**src/rtl/press_arbiter_if.sv**
```systemverilog
// Button/arm inputs and result outputs of the tug-of-war press arbiter.
// The master drives the raw buttons and clr; the slave (arbiter) drives the result strobes.
interface press_arbiter_if;
    logic pbl;
    logic pbr;
    logic clr;
    logic winrnd;
    logic right;
    logic tie;

    modport master (
        output pbl,
        output pbr,
        output clr,
        input  winrnd,
        input  right,
        input  tie
    );

    modport slave (
        input  pbl,
        input  pbr,
        input  clr,
        output winrnd,
        output right,
        output tie
    );
endinterface

```
**src/rtl/press_arbiter.sv**
```systemverilog
// Synchronizes and debounces both pushbuttons, then decides first press / tie for an armed round.
// Emits one registered winrnd (with right) or tie strobe per round.
module press_arbiter #(
    parameter int unsigned DEBOUNCE_CYCLES = 16,
    parameter int unsigned TIE_WINDOW      = 8
) (
    input logic            clk,
    input logic            rst,
    press_arbiter_if.slave bus
);
    localparam int unsigned CntW = $clog2(DEBOUNCE_CYCLES + 1);
    localparam int unsigned WinW = (TIE_WINDOW > 0) ? $clog2(TIE_WINDOW + 1) : 1;
    localparam logic [CntW-1:0] CntMax = CntW'(DEBOUNCE_CYCLES);
    localparam logic [WinW-1:0] WinMax = WinW'(TIE_WINDOW);

    typedef enum logic [1:0] {StIdle, StArmed, StWindow, StResult} state_e;

    // Bit 0 is the left button, bit 1 the right button.
    logic [1:0]      raw;
    logic [1:0]      sync1_q, sync2_q;
    logic [1:0]      lvl_q, lvl_d;
    logic [1:0]      ev_d, ev_q;
    logic [CntW-1:0] cnt_q [2];
    logic [CntW-1:0] cnt_d [2];

    state_e          state_q, state_d;
    logic [WinW-1:0] win_q, win_d;
    logic            tie_flag_q, tie_flag_d;
    logic            first_q, first_d;
    logic            winrnd_q, winrnd_d;
    logic            right_q, right_d;
    logic            tie_q, tie_d;
    logic            tie_nx;

    assign raw = {bus.pbr, bus.pbl};

    always_comb begin
        for (int i = 0; i < 2; i++) begin
            lvl_d[i] = lvl_q[i];
            cnt_d[i] = '0;
            if (sync2_q[i] != lvl_q[i]) begin
                if (cnt_q[i] == CntMax) begin
                    lvl_d[i] = sync2_q[i];
                end else begin
                    cnt_d[i] = cnt_q[i] + 1'b1;
                end
            end
        end
        ev_d = lvl_d & ~lvl_q;
    end

    // ARMED reacts to the edge the press event is registered on; WINDOW looks at registered events.
    always_comb begin
        state_d    = state_q;
        win_d      = win_q;
        tie_flag_d = tie_flag_q;
        first_d    = first_q;
        winrnd_d   = 1'b0;
        right_d    = right_q;
        tie_d      = 1'b0;
        tie_nx     = tie_flag_q;
        unique case (state_q)
            StIdle: ;
            StArmed: begin
                if (ev_d != 2'b00) begin
                    state_d    = StWindow;
                    win_d      = '0;
                    tie_flag_d = &ev_d;
                    first_d    = ev_d[1] & ~ev_d[0];
                end
            end
            StWindow: begin
                tie_nx     = tie_flag_q | (first_q ? ev_q[0] : ev_q[1]);
                tie_flag_d = tie_nx;
                win_d      = win_q + 1'b1;
                if (win_q == WinMax) begin
                    state_d = StResult;
                    win_d   = '0;
                    if (tie_nx) begin
                        tie_d   = 1'b1;
                        right_d = 1'b0;
                    end else begin
                        winrnd_d = 1'b1;
                        right_d  = first_q;
                    end
                end
            end
            StResult: begin
                state_d    = StIdle;
                tie_flag_d = 1'b0;
            end
            default: state_d = StIdle;
        endcase
        if (bus.clr) begin
            state_d    = StArmed;
            win_d      = '0;
            tie_flag_d = 1'b0;
            first_d    = 1'b0;
            winrnd_d   = 1'b0;
            tie_d      = 1'b0;
            right_d    = right_q;
        end
    end

    always_ff @(posedge clk) begin
        if (rst) begin
            sync1_q    <= '0;
            sync2_q    <= '0;
            lvl_q      <= '0;
            ev_q       <= '0;
            cnt_q[0]   <= '0;
            cnt_q[1]   <= '0;
            state_q    <= StIdle;
            win_q      <= '0;
            tie_flag_q <= 1'b0;
            first_q    <= 1'b0;
            winrnd_q   <= 1'b0;
            right_q    <= 1'b0;
            tie_q      <= 1'b0;
        end else begin
            sync1_q    <= raw;
            sync2_q    <= sync1_q;
            lvl_q      <= lvl_d;
            ev_q       <= ev_d;
            cnt_q[0]   <= cnt_d[0];
            cnt_q[1]   <= cnt_d[1];
            state_q    <= state_d;
            win_q      <= win_d;
            tie_flag_q <= tie_flag_d;
            first_q    <= first_d;
            winrnd_q   <= winrnd_d;
            right_q    <= right_d;
            tie_q      <= tie_d;
        end
    end

    assign bus.winrnd = winrnd_q;
    assign bus.right  = right_q;
    assign bus.tie    = tie_q;
endmodule

```
**src/flat_wrapper.sv**
```systemverilog
// flat-port wrapper written by rule: the top's interface ports become plain ports
module press_arbiter_flat 
#(
    parameter int unsigned DEBOUNCE_CYCLES = 16,
    parameter int unsigned TIE_WINDOW      = 8
)
  (clk, rst, bus_pbl, bus_pbr, bus_clr, bus_winrnd, bus_right, bus_tie);
  press_arbiter_if bus_i ();
  input logic clk;
  input logic rst;
  input wire logic [$bits(bus_i.pbl)-1:0] bus_pbl;
  input wire logic [$bits(bus_i.pbr)-1:0] bus_pbr;
  input wire logic [$bits(bus_i.clr)-1:0] bus_clr;
  output wire logic [$bits(bus_i.winrnd)-1:0] bus_winrnd;
  output wire logic [$bits(bus_i.right)-1:0] bus_right;
  output wire logic [$bits(bus_i.tie)-1:0] bus_tie;
  assign bus_i.pbl = bus_pbl;
  assign bus_i.pbr = bus_pbr;
  assign bus_i.clr = bus_clr;
  assign bus_winrnd = bus_i.winrnd;
  assign bus_right = bus_i.right;
  assign bus_tie = bus_i.tie;
  press_arbiter #(.DEBOUNCE_CYCLES(DEBOUNCE_CYCLES), .TIE_WINDOW(TIE_WINDOW)) u_core (.clk(clk), .rst(rst), .bus(bus_i));
endmodule
```
**config.mk**
```make
export PLATFORM = sky130hd
export DESIGN_NAME = press_arbiter_flat
export DESIGN_NICKNAME = d
export VERILOG_FILES = /design/src/rtl/press_arbiter_if.sv /design/src/rtl/press_arbiter.sv /design/src/flat_wrapper.sv
export SDC_FILE = /design/constraint.sdc
export NUM_CORES = 1
export LEC_CHECK = 0
export BUFFER_PORTS_ARGS = -buffer_cell sky130_fd_sc_hd__buf_2
export CORE_MARGIN = 1.5
export CORE_UTILIZATION = 58
export DETAILED_ROUTE_END_ITERATION = 8
export MAX_ROUTING_LAYER = met4
export PLACE_DENSITY = 0.83
export SYNTH_ARGS = -nofsm -noshare
export SYNTH_HDL_FRONTEND = slang
export SYNTH_SLANG_ARGS = --single-unit
export TNS_END_PERCENT = 20
```
**constraint.sdc**
```tcl
create_clock -name clk -period 1.8 [get_ports clk]
set_input_delay 0.36 -clock clk [delete_from_list [all_inputs] [get_ports clk]]
set_output_delay 0.36 -clock clk [all_outputs]
set_load 0.02 [all_outputs]
```
== After elaboration in Yosys (flattened, before gate mapping) ==
Memories as Yosys holds them, arrays and structs flattened.
Index checks and enable logic that the tools add are counted.

* $add $sub $neg: 3
* Equal/unequal tests: 12
* Multiplexer cells: 26
* Bitwise logic cells: 10
* Reductions and logical operators: 13

{| class="wikitable"
|+ Operators by type and width
! operator !! number
|-
| 5-bit 2-to-1 mux || 6
|-
| 1-bit 2-to-1 mux || 13
|-
| 5-bit by 1-bit adder with 5-bit output, second input constant || 2
|-
| 5-bit equality test, second input constant || 2
|-
| 3-bit AND reduction || 3
|-
| 4-bit 2-to-1 mux || 2
|-
| 4-bit case mux with 2 select lines || 1
|-
| 2-bit AND reduction || 4
|-
| 3-bit by 2-bit inequality test with 1-bit output, second input constant || 2
|-
| 2-bit case mux with 3 select lines || 1
|-
| 4-bit by 1-bit adder with 4-bit output, second input constant || 1
|-
| 2-bit equality test, second input constant || 2
|-
| 4-bit equality test, second input constant || 1
|-
| 2-bit 2-to-1 mux || 2
|-
| 2-bit by 1-bit inequality test with 1-bit output, second input constant || 2
|-
| 1-bit NOT || 4
|-
| 2-bit nonzero test || 2
|-
| 4-bit nonzero test || 1
|-
| 4-bit OR reduction || 1
|-
| 1-bit OR || 3
|-
| 1-bit case mux with 3 select lines || 1
|-
| 3-bit nonzero test || 1
|-
| 2-bit AND || 1
|-
| 2-bit by 1-bit equality test with 1-bit output, second input constant || 1
|-
| other kinds (4) || 5
|}

* Bits in registers: 19
* Bits in writable memories: 10
* Bits of input ports: 5
* Memories kept: 1

{| class="wikitable"
|+ Memory list
! memory !! words !! width !! rd ports !! clocked after memory_dff !! write ports !! line !! source
|-
| u_core.cnt_q || 2 || 5 || 2 || 0 || 2 || press_arbiter.sv:23 || <nowiki>logic [CntW-1:0] cnt_q [2];</nowiki>
|}

== Logic depth before layout (Yosys ltp) ==
An unclocked memory read counts as a cell.

* Depth in word-level cells: 9
* Mapped depth: 6
* Gate-level depth less buffers: 6

== Least setup slack after synthesis ==
No wires, ideal clock.

* Kind: register to register
* Start: mem u_core.cnt_q[0][0] (netlist bit)
* End: reg u_core.tie_flag_q
* Library setup time: 0.103 ns
* Arrival: 1.461 ns
* Required time: 1.697 ns
* Path slack: 0.236 ns
* Stages on the path, launching flop included: 7
* Clock period less this slack: 1.564 ns
* Path through: dfxtp_1 > inv_1 > ha_1 > and4bb_4 > a32oi_4 > o22ai_2 > a2111oi_2

{| class="wikitable"
|+ RTL lines
! what !! line !! source
|-
| from (decl) || press_arbiter.sv:23 ||
|-
| to (signal assigned) || press_arbiter.sv:129 || <nowiki>tie_flag_q <= tie_flag_d;</nowiki>
|-
| to (decl) || press_arbiter.sv:28 || <nowiki>logic tie_flag_q, tie_flag_d;</nowiki>
|}

==> results.json <==
{
  "routabilityCongestion": 0.810,
  "multi_input_area_um2": 646,
  "crit_path_start_kind": "flop",
  "post-route-period-util": 0.928,
  "largest_stage_delay_worst_path_ps": 370,
  "post-dp-hpwl_um": 1570,
  "drv_cap": 0,
  "post_synth.cell_area_avg_um2": 9.31,
  "grt_start_max_net_pins": 17,
  "worst-r2r-setup-slack_ps": 130,
  "clockRootBuffer": "sky130_fd_sc_hd__clkbuf_4",
  "worst_setup_path_end_kind": "flop",
  "synth.top_cells.by_area": "sky130_fd_sc_hd__dfxtp_1 (46%), sky130_fd_sc_hd__nor2_1 (6.2%), sky130_fd_sc_hd__ha_1 (5.9%), sky130_fd_sc_hd__nor2b_1 (4.4%), sky130_fd_sc_hd__xor2_1 (3.4%)",
  "worstPathBufferInverterCount": 1,
  "layoutNonFillerInstCount": 175,
  "power_leakage_nw": 0.519,
  "layout-drive-gt1-share": 0.162,
  "antenna_found_initial": 0,
  "drc": 0,
  "synth_top_cell_area_share": 0.455,
  "synth_seq_area_share": 0.455,
  "die-height_um": 49.9,
  "rsz0062_at_grt": "false",
  "synth_cells": 137,
  "clock_skew_ps": 11.2,
  "detail_route.wirelength_um": 2070,
  "synth_warnings": 0,
  "numCtsBuffers": 5,
  "slowest_stage": "sky130_fd_sc_hd__dfxtp_1",
  "postCtsResizedCells": 0,
  "max_freq_mhz": 598,
  "clkTransAtPathRegs_ps": 80,
  "die_area_um2": 2490,
  "peakVddDrop_mv": 0.703,
  "grt.overflow.total": 0,
  "core_area_um2": 2020,
  "detailroute.via_count": 952,
  "data_required_critical_path_ps": 2020,
  "final_max_slew_viol_count": 0,
  "worstSkewPairLatency_ps": 320,
  "area_delta_synth_final_pct": 9.52,
  "clock_tree.buffer_depth": 2,
  "worst-endpoint-arrival_ps": 1900,
  "hp-class": "in -> reg",
  "setup-tns-final_ps": 0,
  "slew_headroom": 0.699,
  "syn-num-nets": 148,
  "crit_fanout": 4,
  "num_rows": 16,
  "final_net_count": 159,
  "syn-cell-area_um2": 1270,
  "postCtsSetupBuffers": 0,
  "power_per_cell_area_nw_per_um2": 767,
  "report.final.hold_viol_count": 0,
  "status": "completed",
  "initial_utilization": 0.631,
  "dpl.cell_count": 168,
  "groute.usage.overall": 0.203,
  "timing_worst_slew_pin_value_ps": 447,
  "initialDrtViolationCount": 19,
  "final_period_minus_worst_setup_slack_ps": 1670,
  "crit_chain": "inv_1 -> ha_1 -> and4bb_4 -> a32oi_4 -> o22ai_2 -> a2111oi_2",
  "critPathKind": "reg -> reg",
  "cts-hold-fix-buffers": 0,
  "drt_first_pass_iters": 4,
  "first_pass_grt_wire_length_um": 3560,
  "clock_tree.htree_level_count": 2,
  "port-buffer-count": 7,
  "io-pin-count": 8,
  "cts.sink_count": 29,
  "die_x_um": 49.9,
  "synth.lib_cells_used.distinct": 36,
  "avgRoutedWirePerCell_um": 11.9,
  "synth_seq_cells": 29,
  "viasPerCell": 5.44,
  "cts_tree": "yes",
  "timing.critical_path.max_delay_family": "compound AO/OA/AOI/OAI gates",
  "grt_pass1_vias": 866,
  "layout.area.seq_um2": 582,
  "num-fill-cells": 164,
  "netlist.top_cell.by_area": "sky130_fd_sc_hd__dfxtp_1",
  "ant_nets": 0,
  "antenna-diode-count": 0,
  "final-setup-viol-count": 0
}
## sequential cells by signal (all words and copies together) (netlist names)
| register | flops |
|---|---|
| u_core.ev_q | 2 |
| u_core.win_q | 4 |
| u_core.state_q | 2 |
| u_core.sync2_q | 2 |
| u_core.first_q | 1 |
| u_core.cnt_q | 10 |
| u_core.tie_flag_q | 1 |
| u_core.sync1_q | 2 |
| u_core.bus.winrnd | 1 |
| u_core.bus.right | 1 |
| u_core.lvl_q | 2 |
| u_core.bus.tie | 1 |
## cells in the final DEF, fill, tap and decap left out, types with 4 or more instances in the layout
cell type,instances
sky130_fd_sc_hd__a21oi_1,6
sky130_fd_sc_hd__buf_2,7
sky130_fd_sc_hd__clkbuf_4,5
sky130_fd_sc_hd__dfxtp_1,28
sky130_fd_sc_hd__ha_1,6
sky130_fd_sc_hd__inv_1,10
sky130_fd_sc_hd__nand2_1,5
sky130_fd_sc_hd__nand3_1,6
sky130_fd_sc_hd__nor2_1,21
sky130_fd_sc_hd__nor2b_1,9
sky130_fd_sc_hd__o21ai_0,4
sky130_fd_sc_hd__xor2_1,5
## stage by stage
step | utilization | setup slack (ps) | area (µm²) | power, mW | hold slack, ps
after floorplan | - | 236 | 1270 | 0.689 | 414
after global placement | 0.660 | 194 | 1340 | 0.701 | 419
after detailed placement | 0.660 | 109 | 1340 | 0.703 | 450
after CTS | 0.688 | 83.5 | 1390 | 1.08 | 242
after global routing | 0.691 | 4.42 | 1400 | 1.12 | 246
final | 0.691 | 129 | 1400 | 1.07 | 250
## synth_stat cells (all sizes together)
| cell type | number |
|---|---|
| o41ai | 1 |
| dfxtp | 29 |
| or2 | 2 |
| xnor2 | 2 |
| a311oi | 1 |
| a21boi | 1 |
| o21ai | 4 |
| mux2i | 3 |
| xor2 | 5 |
| a211oi | 2 |
| o22ai | 1 |
| ha | 6 |
| nand3 | 6 |
| a21oi | 6 |
| a2111oi | 2 |
| nor2b | 9 |
| nand2 | 5 |
| and4bb | 2 |
| nor2 | 21 |
| nor3 | 2 |
| o31ai | 1 |
| and3 | 2 |
| nand3b | 1 |
| inv | 10 |
| a32oi | 1 |
| o21bai | 1 |
| nand4b | 1 |
| o21a | 1 |
| nand2b | 2 |
| buf | 1 |
| and2 | 2 |
| or3 | 1 |
| clkbuf | 3 |
## cells by family (layout without fill, tap and decap cells)
group | Yosys count | in the layout | synth area share
mux | 3 | 3 | 0.0236
fa+ha+maj | 6 | 6 | 0.0589
simple gates | 56 | 56 | 0.233
buf+inv | 14 | 25 | 0.0422
flops | 29 | 29 | 0.455
compound gates | 22 | 22 | 0.139
xor+xnor | 7 | 7 | 0.0481
## power breakdown
part           internal, mW  switching [mW]  leakage, nW
Combinational        0.0131          0.0212        0.252
Sequential            0.648         0.00605        0.235
Clock                 0.184           0.199       0.0314
Total                 0.845           0.226        0.519
## final timing paths
check | end | from | depth (start not counted)
setup reg to reg | u_core.tie_flag_q | u_core.cnt_q[0][0] | 6
hold / removal | u_core.sync1_q[0] | bus_pbl | 2
setup / recovery | u_core.tie_flag_q | u_core.cnt_q[0][0] | 6
hold reg to reg | u_core.cnt_q[0][5] | u_core.cnt_q[0][5] | 1
## worst reg2reg max path, cell delays in order, from the launching register on
cell	delay, ps
sky130_fd_sc_hd__dfxtp_1	370
sky130_fd_sc_hd__inv_1	60
sky130_fd_sc_hd__ha_1	180
sky130_fd_sc_hd__and4bb_4	220
sky130_fd_sc_hd__a32oi_4	290
sky130_fd_sc_hd__o22ai_2	110
sky130_fd_sc_hd__a2111oi_2	350
## layer usage
metal / vias to the layer above / track usage / part of all wire
li1: 486 / - / -
met1: 438 / 0.207 / 0.43
met2: 22 / 0.331 / 0.50
met3: 6 / 0.0909 / 0.058
met4: 0 / 0.0972 / 0.013
met5: - / - / 0
## area by class of cell
type                    instances  share of cell area
multi-input cells              94               0.462
flip-flops and latches         29               0.417
clock buffers                   7              0.0394
repair buffers                  8              0.0305
inverters                      10              0.0269
well taps                      27              0.0242
No activity file was read; power rests on OpenSTA's default activity.
